### src/rtl/mem_arb_pkg.sv
// Shared types and default sizing for the memory-port arbiter.
//   gnt_t        : bus owner encoding (none / stimulus reader / result checker)
//   DEF_*        : default widths and limits used by mem_arbiter and its interface
//   other_master : the master opposite to a given owner
package mem_arb_pkg;

    typedef enum logic [1:0] {
        GNT_NONE  = 2'd0,
        GNT_STIM  = 2'd1,
        GNT_CHECK = 2'd2
    } gnt_t;

    localparam int unsigned DEF_ADDR_WIDTH  = 20;
    localparam int unsigned DEF_DATA_WIDTH  = 16;
    localparam int unsigned DEF_BE_WIDTH    = DEF_DATA_WIDTH / 8;
    localparam int unsigned DEF_MAX_PENDING = 4;
    localparam int unsigned DEF_HOLD_MAX    = 8;
    localparam int unsigned DEF_PCNT_WIDTH  = 3;

    function automatic gnt_t other_master(input gnt_t g);
        return (g == GNT_STIM) ? GNT_CHECK : GNT_STIM;
    endfunction

endpackage

### src/rtl/mem_arbiter_if.sv
// Bus bundle between the stim/check engines, the arbiter and the memory port.
//   slave  : arbiter view (takes stim/check requests, drives the memory port)
//   master : engine/memory view (drives requests and memory responses)
interface mem_arbiter_if
    import mem_arb_pkg::*;
#(
    parameter int unsigned ADDR_WIDTH = DEF_ADDR_WIDTH,
    parameter int unsigned DATA_WIDTH = DEF_DATA_WIDTH,
    parameter int unsigned BE_WIDTH   = DATA_WIDTH / 8
);
    logic [ADDR_WIDTH-1:0] stim_address;
    logic [BE_WIDTH-1:0]   stim_byteenable;
    logic                  stim_read;
    logic                  stim_waitrequest;
    logic [DATA_WIDTH-1:0] stim_readdata;
    logic                  stim_readdataready;

    logic [ADDR_WIDTH-1:0] check_address;
    logic [BE_WIDTH-1:0]   check_byteenable;
    logic                  check_write;
    logic [DATA_WIDTH-1:0] check_writedata;
    logic                  check_waitrequest;

    logic [ADDR_WIDTH-1:0] mem_address;
    logic [BE_WIDTH-1:0]   mem_byteenable;
    logic                  mem_read;
    logic                  mem_write;
    logic [DATA_WIDTH-1:0] mem_writedata;
    logic                  mem_waitrequest;
    logic [DATA_WIDTH-1:0] mem_readdata;
    logic                  mem_readdataready;

    modport slave (
        input  stim_address, stim_byteenable, stim_read,
        output stim_waitrequest, stim_readdata, stim_readdataready,
        input  check_address, check_byteenable, check_write, check_writedata,
        output check_waitrequest,
        output mem_address, mem_byteenable, mem_read, mem_write, mem_writedata,
        input  mem_waitrequest, mem_readdata, mem_readdataready
    );

    modport master (
        output stim_address, stim_byteenable, stim_read,
        input  stim_waitrequest, stim_readdata, stim_readdataready,
        output check_address, check_byteenable, check_write, check_writedata,
        input  check_waitrequest,
        input  mem_address, mem_byteenable, mem_read, mem_write, mem_writedata,
        output mem_waitrequest, mem_readdata, mem_readdataready
    );

endinterface

### src/rtl/mem_arbiter_rd_tracker.sv
// Outstanding-read tracker for the shared memory port.
//   clock, reset_n : system clock, asynchronous active-low reset
//   acc_r          : a read was accepted by memory this cycle
//   rdready        : memory returned read data this cycle
//   pending        : accepted-but-unreturned reads
//   full           : pending has reached MAX_PENDING
//   proto_err      : sticky, set by a return with nothing outstanding
module rd_tracker
    import mem_arb_pkg::*;
#(
    parameter int unsigned MAX_PENDING = DEF_MAX_PENDING,
    parameter int unsigned PCNT_WIDTH  = DEF_PCNT_WIDTH
) (
    input  logic                  clock,
    input  logic                  reset_n,
    input  logic                  acc_r,
    input  logic                  rdready,
    output logic [PCNT_WIDTH-1:0] pending,
    output logic                  full,
    output logic                  proto_err
);
    localparam logic [PCNT_WIDTH-1:0] PMAX = PCNT_WIDTH'(MAX_PENDING);

    assign full = (pending == PMAX);

    always_ff @(posedge clock or negedge reset_n) begin
        if (!reset_n) begin
            pending   <= '0;
            proto_err <= 1'b0;
        end else begin
            if (rdready && (pending == '0)) begin
                proto_err <= 1'b1;
            end
            // A new read and a return in the same cycle cancel out.
            unique case ({acc_r, rdready})
                2'b10:   pending <= pending + 1'b1;
                2'b01:   if (pending != '0) pending <= pending - 1'b1;
                default: ;
            endcase
        end
    end

endmodule

### src/rtl/mem_arbiter.sv
// Two-master arbiter for the single external memory port.
//   clock, reset_n : system clock, asynchronous active-low reset
//   bus            : stim (pipelined reads), check (writes) and memory port
//   pending        : outstanding read count
//   proto_err      : sticky flag, read data returned with nothing outstanding
// Grant is registered (one cycle latency from idle); the memory side is a
// combinational mux on the current grant. An owner stalled by memory keeps
// the bus; otherwise round-robin with a HOLD_MAX burst limit under contention.
module mem_arbiter
    import mem_arb_pkg::*;
#(
    parameter int unsigned ADDR_WIDTH  = DEF_ADDR_WIDTH,
    parameter int unsigned DATA_WIDTH  = DEF_DATA_WIDTH,
    parameter int unsigned BE_WIDTH    = DATA_WIDTH / 8,
    parameter int unsigned MAX_PENDING = DEF_MAX_PENDING,
    parameter int unsigned HOLD_MAX    = DEF_HOLD_MAX,
    parameter int unsigned PCNT_WIDTH  = DEF_PCNT_WIDTH
) (
    input  logic                  clock,
    input  logic                  reset_n,
    mem_arbiter_if.slave          bus,
    output logic [PCNT_WIDTH-1:0] pending,
    output logic                  proto_err
);
    localparam int unsigned         HCNT_W   = $clog2(HOLD_MAX + 1);
    localparam logic [HCNT_W-1:0]   HOLD_SAT = HCNT_W'(HOLD_MAX);
    localparam logic [HCNT_W:0]     HOLD_LIM = (HCNT_W + 1)'(HOLD_MAX);

    gnt_t              gnt;
    gnt_t              gnt_nxt;
    gnt_t              last;
    logic [HCNT_W-1:0] hold_cnt;
    logic [HCNT_W:0]   hold_sum;

    logic                  full;
    logic                  s_req;
    logic                  c_req;
    logic                  owner_req;
    logic                  locked;
    logic                  acc_r;
    logic                  acc;

    logic [ADDR_WIDTH-1:0] mux_addr;
    logic [BE_WIDTH-1:0]   mux_be;
    logic [DATA_WIDTH-1:0] mux_wd;
    logic                  mux_rd;
    logic                  mux_wr;

    assign s_req = bus.stim_read & ~full;
    assign c_req = bus.check_write;

    always_comb begin
        mux_addr = '0;
        mux_be   = '0;
        mux_wd   = '0;
        mux_rd   = 1'b0;
        mux_wr   = 1'b0;
        unique case (gnt)
            GNT_STIM: begin
                mux_addr = bus.stim_address;
                mux_be   = bus.stim_byteenable;
                mux_rd   = s_req;
            end
            GNT_CHECK: begin
                mux_addr = bus.check_address;
                mux_be   = bus.check_byteenable;
                mux_wd   = bus.check_writedata;
                mux_wr   = c_req;
            end
            default: ;
        endcase
    end

    assign bus.mem_address    = mux_addr;
    assign bus.mem_byteenable = mux_be;
    assign bus.mem_writedata  = mux_wd;
    assign bus.mem_read       = mux_rd;
    assign bus.mem_write      = mux_wr;

    assign bus.stim_waitrequest  = (gnt != GNT_STIM) | bus.mem_waitrequest | full;
    assign bus.check_waitrequest = (gnt != GNT_CHECK) | bus.mem_waitrequest;

    assign bus.stim_readdata      = bus.mem_readdata;
    assign bus.stim_readdataready = bus.mem_readdataready;

    assign acc_r = mux_rd & ~bus.mem_waitrequest;
    assign acc   = (mux_rd | mux_wr) & ~bus.mem_waitrequest;

    assign owner_req = ((gnt == GNT_STIM) & s_req) | ((gnt == GNT_CHECK) & c_req);
    assign locked    = owner_req & bus.mem_waitrequest;
    // Count this cycle's accept so the limit takes effect on the HOLD_MAX-th one.
    assign hold_sum  = {1'b0, hold_cnt} + {{HCNT_W{1'b0}}, acc};

    always_comb begin
        gnt_nxt = gnt;
        if (!locked) begin
            if (s_req && c_req) begin
                if (gnt == GNT_NONE) begin
                    gnt_nxt = other_master(last);
                end else if (hold_sum >= HOLD_LIM) begin
                    gnt_nxt = other_master(gnt);
                end
            end else if (s_req) begin
                gnt_nxt = GNT_STIM;
            end else if (c_req) begin
                gnt_nxt = GNT_CHECK;
            end else begin
                gnt_nxt = GNT_NONE;
            end
        end
    end

    always_ff @(posedge clock or negedge reset_n) begin
        if (!reset_n) begin
            gnt      <= GNT_NONE;
            last     <= GNT_CHECK;
            hold_cnt <= '0;
        end else begin
            gnt <= gnt_nxt;
            if (gnt_nxt != gnt) begin
                hold_cnt <= '0;
                if (gnt_nxt != GNT_NONE) begin
                    last <= gnt_nxt;
                end
            end else if (acc && (hold_cnt != HOLD_SAT)) begin
                hold_cnt <= hold_cnt + 1'b1;
            end
        end
    end

    rd_tracker #(
        .MAX_PENDING (MAX_PENDING),
        .PCNT_WIDTH  (PCNT_WIDTH)
    ) u_rd_tracker (
        .clock     (clock),
        .reset_n   (reset_n),
        .acc_r     (acc_r),
        .rdready   (bus.mem_readdataready),
        .pending   (pending),
        .full      (full),
        .proto_err (proto_err)
    );

endmodule
### src/flat_wrapper.sv
// flat-port wrapper written by rule: the top's interface ports become plain ports
module mem_arbiter_flat import mem_arb_pkg::*;
#(
    parameter int unsigned ADDR_WIDTH  = DEF_ADDR_WIDTH,
    parameter int unsigned DATA_WIDTH  = DEF_DATA_WIDTH,
    parameter int unsigned BE_WIDTH    = DATA_WIDTH / 8,
    parameter int unsigned MAX_PENDING = DEF_MAX_PENDING,
    parameter int unsigned HOLD_MAX    = DEF_HOLD_MAX,
    parameter int unsigned PCNT_WIDTH  = DEF_PCNT_WIDTH
)
  (clock, reset_n, pending, proto_err, bus_stim_address, bus_stim_byteenable, bus_stim_read, bus_stim_waitrequest, bus_stim_readdata, bus_stim_readdataready, bus_check_address, bus_check_byteenable, bus_check_write, bus_check_writedata, bus_check_waitrequest, bus_mem_address, bus_mem_byteenable, bus_mem_read, bus_mem_write, bus_mem_writedata, bus_mem_waitrequest, bus_mem_readdata, bus_mem_readdataready);
  mem_arbiter_if #(.ADDR_WIDTH(ADDR_WIDTH), .DATA_WIDTH(DATA_WIDTH), .BE_WIDTH(BE_WIDTH)) bus_i ();
  input  logic clock;
  input  logic reset_n;
  output logic [PCNT_WIDTH-1:0] pending;
  output logic proto_err;
  input wire logic [$bits(bus_i.stim_address)-1:0] bus_stim_address;
  input wire logic [$bits(bus_i.stim_byteenable)-1:0] bus_stim_byteenable;
  input wire logic [$bits(bus_i.stim_read)-1:0] bus_stim_read;
  output wire logic [$bits(bus_i.stim_waitrequest)-1:0] bus_stim_waitrequest;
  output wire logic [$bits(bus_i.stim_readdata)-1:0] bus_stim_readdata;
  output wire logic [$bits(bus_i.stim_readdataready)-1:0] bus_stim_readdataready;
  input wire logic [$bits(bus_i.check_address)-1:0] bus_check_address;
  input wire logic [$bits(bus_i.check_byteenable)-1:0] bus_check_byteenable;
  input wire logic [$bits(bus_i.check_write)-1:0] bus_check_write;
  input wire logic [$bits(bus_i.check_writedata)-1:0] bus_check_writedata;
  output wire logic [$bits(bus_i.check_waitrequest)-1:0] bus_check_waitrequest;
  output wire logic [$bits(bus_i.mem_address)-1:0] bus_mem_address;
  output wire logic [$bits(bus_i.mem_byteenable)-1:0] bus_mem_byteenable;
  output wire logic [$bits(bus_i.mem_read)-1:0] bus_mem_read;
  output wire logic [$bits(bus_i.mem_write)-1:0] bus_mem_write;
  output wire logic [$bits(bus_i.mem_writedata)-1:0] bus_mem_writedata;
  input wire logic [$bits(bus_i.mem_waitrequest)-1:0] bus_mem_waitrequest;
  input wire logic [$bits(bus_i.mem_readdata)-1:0] bus_mem_readdata;
  input wire logic [$bits(bus_i.mem_readdataready)-1:0] bus_mem_readdataready;
  assign bus_i.stim_address = bus_stim_address;
  assign bus_i.stim_byteenable = bus_stim_byteenable;
  assign bus_i.stim_read = bus_stim_read;
  assign bus_stim_waitrequest = bus_i.stim_waitrequest;
  assign bus_stim_readdata = bus_i.stim_readdata;
  assign bus_stim_readdataready = bus_i.stim_readdataready;
  assign bus_i.check_address = bus_check_address;
  assign bus_i.check_byteenable = bus_check_byteenable;
  assign bus_i.check_write = bus_check_write;
  assign bus_i.check_writedata = bus_check_writedata;
  assign bus_check_waitrequest = bus_i.check_waitrequest;
  assign bus_mem_address = bus_i.mem_address;
  assign bus_mem_byteenable = bus_i.mem_byteenable;
  assign bus_mem_read = bus_i.mem_read;
  assign bus_mem_write = bus_i.mem_write;
  assign bus_mem_writedata = bus_i.mem_writedata;
  assign bus_i.mem_waitrequest = bus_mem_waitrequest;
  assign bus_i.mem_readdata = bus_mem_readdata;
  assign bus_i.mem_readdataready = bus_mem_readdataready;
  mem_arbiter #(.ADDR_WIDTH(ADDR_WIDTH), .DATA_WIDTH(DATA_WIDTH), .BE_WIDTH(BE_WIDTH), .MAX_PENDING(MAX_PENDING), .HOLD_MAX(HOLD_MAX), .PCNT_WIDTH(PCNT_WIDTH)) u_core (.clock(clock), .reset_n(reset_n), .bus(bus_i), .pending(pending), .proto_err(proto_err));
endmodule
### config.mk
export PLATFORM = sky130hd
export DESIGN_NAME = mem_arbiter_flat
export DESIGN_NICKNAME = d
export VERILOG_FILES = /design/src/rtl/mem_arb_pkg.sv /design/src/rtl/mem_arbiter_if.sv /design/src/rtl/mem_arbiter_rd_tracker.sv /design/src/rtl/mem_arbiter.sv /design/src/flat_wrapper.sv
export SDC_FILE = /design/constraint.sdc
export NUM_CORES = 1
export LEC_CHECK = 0
export CAP_MARGIN = 20
export CORE_UTILIZATION = 28
export DETAILED_ROUTE_END_ITERATION = 10
export GPL_ROUTABILITY_DRIVEN = 0
export PLACE_DENSITY = 0.82
export SLEW_MARGIN = 40
export SYNTH_ARGS = -nofsm -noshare
export SYNTH_HDL_FRONTEND = slang
export SYNTH_SLANG_ARGS = --single-unit
### constraint.sdc
create_clock -name clock -period 3.1 [get_ports clock]
set_clock_uncertainty 0.05 [all_clocks]
set_input_delay 0.465 -clock clock [delete_from_list [all_inputs] [get_ports clock]]
set_output_delay 0.465 -clock clock [all_outputs]
set_load 0.02 [all_outputs]
==> metrics.cfg <==
[route]
first_pass_iters=4
wl_per_cell_um=13.6
ant_nets=0
drt-total-wl_mm=5.00
drc=0
vias=1782
drt_iter0_drc=101
viasPerCell=4.84

[final_layout]
fin_cells=368
syn2layout_area_growth_pct=77.7
layout.cells.most_common=clkdlybuf4s50_1
layout-drive-gt1-share_pct=9.40
final_cell_mix=clkdlybuf4s50_1, a22oi_1, nor2b_1
antenna_cells=0
fill_cells=475
final_nets=389
final_cell_area_um2=2730

[die]
row_count=26
ios=145
chipWidth_um=76.1
dieArea_um2=5790
core_um2=5200
start_util_pct=29.5
fp.dieH_um=76.1

[run_status]
status=finished clean

[clock_network]
clockRootBuffer=clkbuf_8
cts_hold_buf=0
cts_tree=built
clk_pin_slew_ns=0.05
clock_latency_ns=0.24
clock_path_buffers=2
htreeDepth=1
cts_sinks=12
cts_buffers=3

[sta]
period_needed_ns=2.98
finalMaxSlewViolations=0
worst_hold_slack_ns=0.431
rsz0062_at_grt=no
slew_headroom_pct=58.4
hold_viol_final=0
fmax_mhz=336
setup_viol=0
tightest_slew_ns=0.620
min_period_over_period_pct=96.0

[setup_path]
critPathMaxFanout=4
crit_path_top_delay_cell=or3b_1
worstRegToRegCells=12
required_ns=3.18
startpoint=u_core.u_rd_tracker.pending[1]
critical_path_class=reg2reg
crit_chain=or3b_1 > nand3_2 > a21oi_2 > ha_1 > ha_1 > and4b_2 > a21oi_1 > buf_4 > mux2i_1 > a22o_1 > or3b_1 > a21o_1
crit_path_max_incr_delay_ns=0.44
arrival_ns=3.05
end_kind=flop
r2r_start=u_core.u_rd_tracker.pending[1]
critPathLaunchType=flop

[synth]
yosysWarnings=0
synth_edf_count=0
ys_seq_elements=12
syn_avg_cell_area_um2=7.85
netlist_area_um2=1540
synth-async-reset-ratio_pct=100
synth_nets=286
synthFlopType=dfrtp_1
syn_inst=196
seq_area_frac_synth_pct=19.6
post_synth_num_cell_types=46

[min_path]
min_path_type=reg2reg
hold_start=u_core.u_rd_tracker.proto_err
whs_path_depth=1

[global_routing]
grt_max_degree=41
grt_usage_pct=16.6
grt_pass1_wl_mm=7.88
grt-ovfl-total=0
grt_pass1_vias=1595
antenna_found_initial=0

[placed_design]
placedCellCount=363
placed_cell_area_um2=2660
port_buffers=112
hpwl_mm=4.09

[pwr]
ir_worst_vdd_mv=0.361
leakage_uw=0.00108
p_per_area_nw_per_um2=797

[job]
drv_cap=0

[state kept, by name (all words and copies together), names as in the netlist]
name                           flops
u_core.hold_cnt                    4
u_core.gnt                         2
u_core.u_rd_tracker.pending        3
u_core.u_rd_tracker.proto_err      1
u_core.last                        2
[layout make-up]
cell class              instances  area [µm²]  share of cell area, %
inverters                      13        48.8                   1.79
flip-flops and latches         12         302                   11.0
multi-input cells             143        1020                   37.5
clock buffers                   4        45.0                   1.65
repair buffers                126        1230                   44.9
well taps                      70        87.6                   3.21
[routing by layer]
layer  global-route usage (%)  vias to the layer above  routed length [µm]
met5                        0                        -                   0
met1                     18.8                      826                2030
met4                     3.08                        0                  47
li1                         -                      874                   -
met2                     31.7                       76                2590
met3                     3.47                        6                 331
[where the power goes]
| group | internal, µW | switching, µW | leakage (µW) |
|---|---|---|---|
| clock | 90.5 | 55.9 | 0.0000228 |
| combinational | 868 | 905 | 0.000907 |
| sequential | 217 | 41.4 | 0.000147 |
[timing repair]
action                                  CTS  global route
buffers inserted                          0             1
endpoints found under the setup margin    0             2
resized for setup                         0             5
endpoints found under the hold margin     0             0
[path summary, 6_finish.rpt]
kind | end | slack (ns)
min in group asynchronous | u_core.u_rd_tracker.pending[1] | 0.54
max in group asynchronous | u_core.last[1] | 2.09
hold / removal | u_core.u_rd_tracker.proto_err | 0.43
hold reg to reg | u_core.u_rd_tracker.proto_err | 0.43
setup reg to reg | u_core.last[0] | 0.12
setup / recovery | u_core.last[0] | 0.12
[logic make-up (layout without fill, tap and decap cells)]
kind of cell	Yosys count	in the layout	synth area share (%)
AND/OR/NAND/NOR	75	75	28.4
XOR/XNOR	3	3	1.71
flip-flops	12	12	19.6
multiplexers	1	1	0.651
AO/OA/AOI/OAI	56	56	27.3
adder cells (fa/ha/maj)	8	8	7.00
buffers and inverters	41	143	15.3
[through the flow]
| step | utilization [%] | worst slack [ns] | power [µW] | setup TNS (ns) |
|---|---|---|---|---|
| after floorplan | - | 0.0844 | 1350 | 0 |
| after global placement | 51.1 | -0.0777 | 2000 | -0.0777 |
| after detailed placement | 51.1 | -0.188 | 2020 | -0.235 |
| after CTS | 51.9 | 0.0525 | 2170 | 0 |
| after global routing | 52.5 | 0.00240 | 2350 | 0 |
| final | 52.5 | 0.125 | 2180 | 0 |
[synth_stat cells, types with 2 or more instances]
| cell | number | area, µm² |
|---|---|---|
| nand2_1 | 6 | 22.5 |
| o31a_1 | 2 | 17.5 |
| or3b_1 | 2 | 17.5 |
| nor2_1 | 11 | 41.3 |
| and2_1 | 18 | 113 |
| buf_4 | 17 | 128 |
| a22oi_1 | 22 | 165 |
| dfrtp_1 | 11 | 275 |
| nand3_1 | 5 | 25.0 |
| inv_1 | 13 | 48.8 |
| a31oi_1 | 2 | 12.5 |
| xor2_1 | 2 | 17.5 |
| ha_1 | 7 | 87.6 |
| nor2b_1 | 22 | 138 |
| o21a_1 | 2 | 15.0 |
| clkbuf_1 | 9 | 33.8 |
| o21ai_0 | 8 | 40.0 |
| nand4_1 | 2 | 12.5 |
| a21oi_1 | 7 | 35.0 |
| o211ai_1 | 2 | 15.0 |
[worst max-delay path, delay by kind of cell, from the launching register on]
kind            cells  cell delay, ns
simple gates        4            1.24
flops               1            0.38
fa+ha+maj           2            0.38
compound gates      4            0.54
buf+inv             1            0.17
mux                 1            0.11
(Power assumes the default switching activity.)
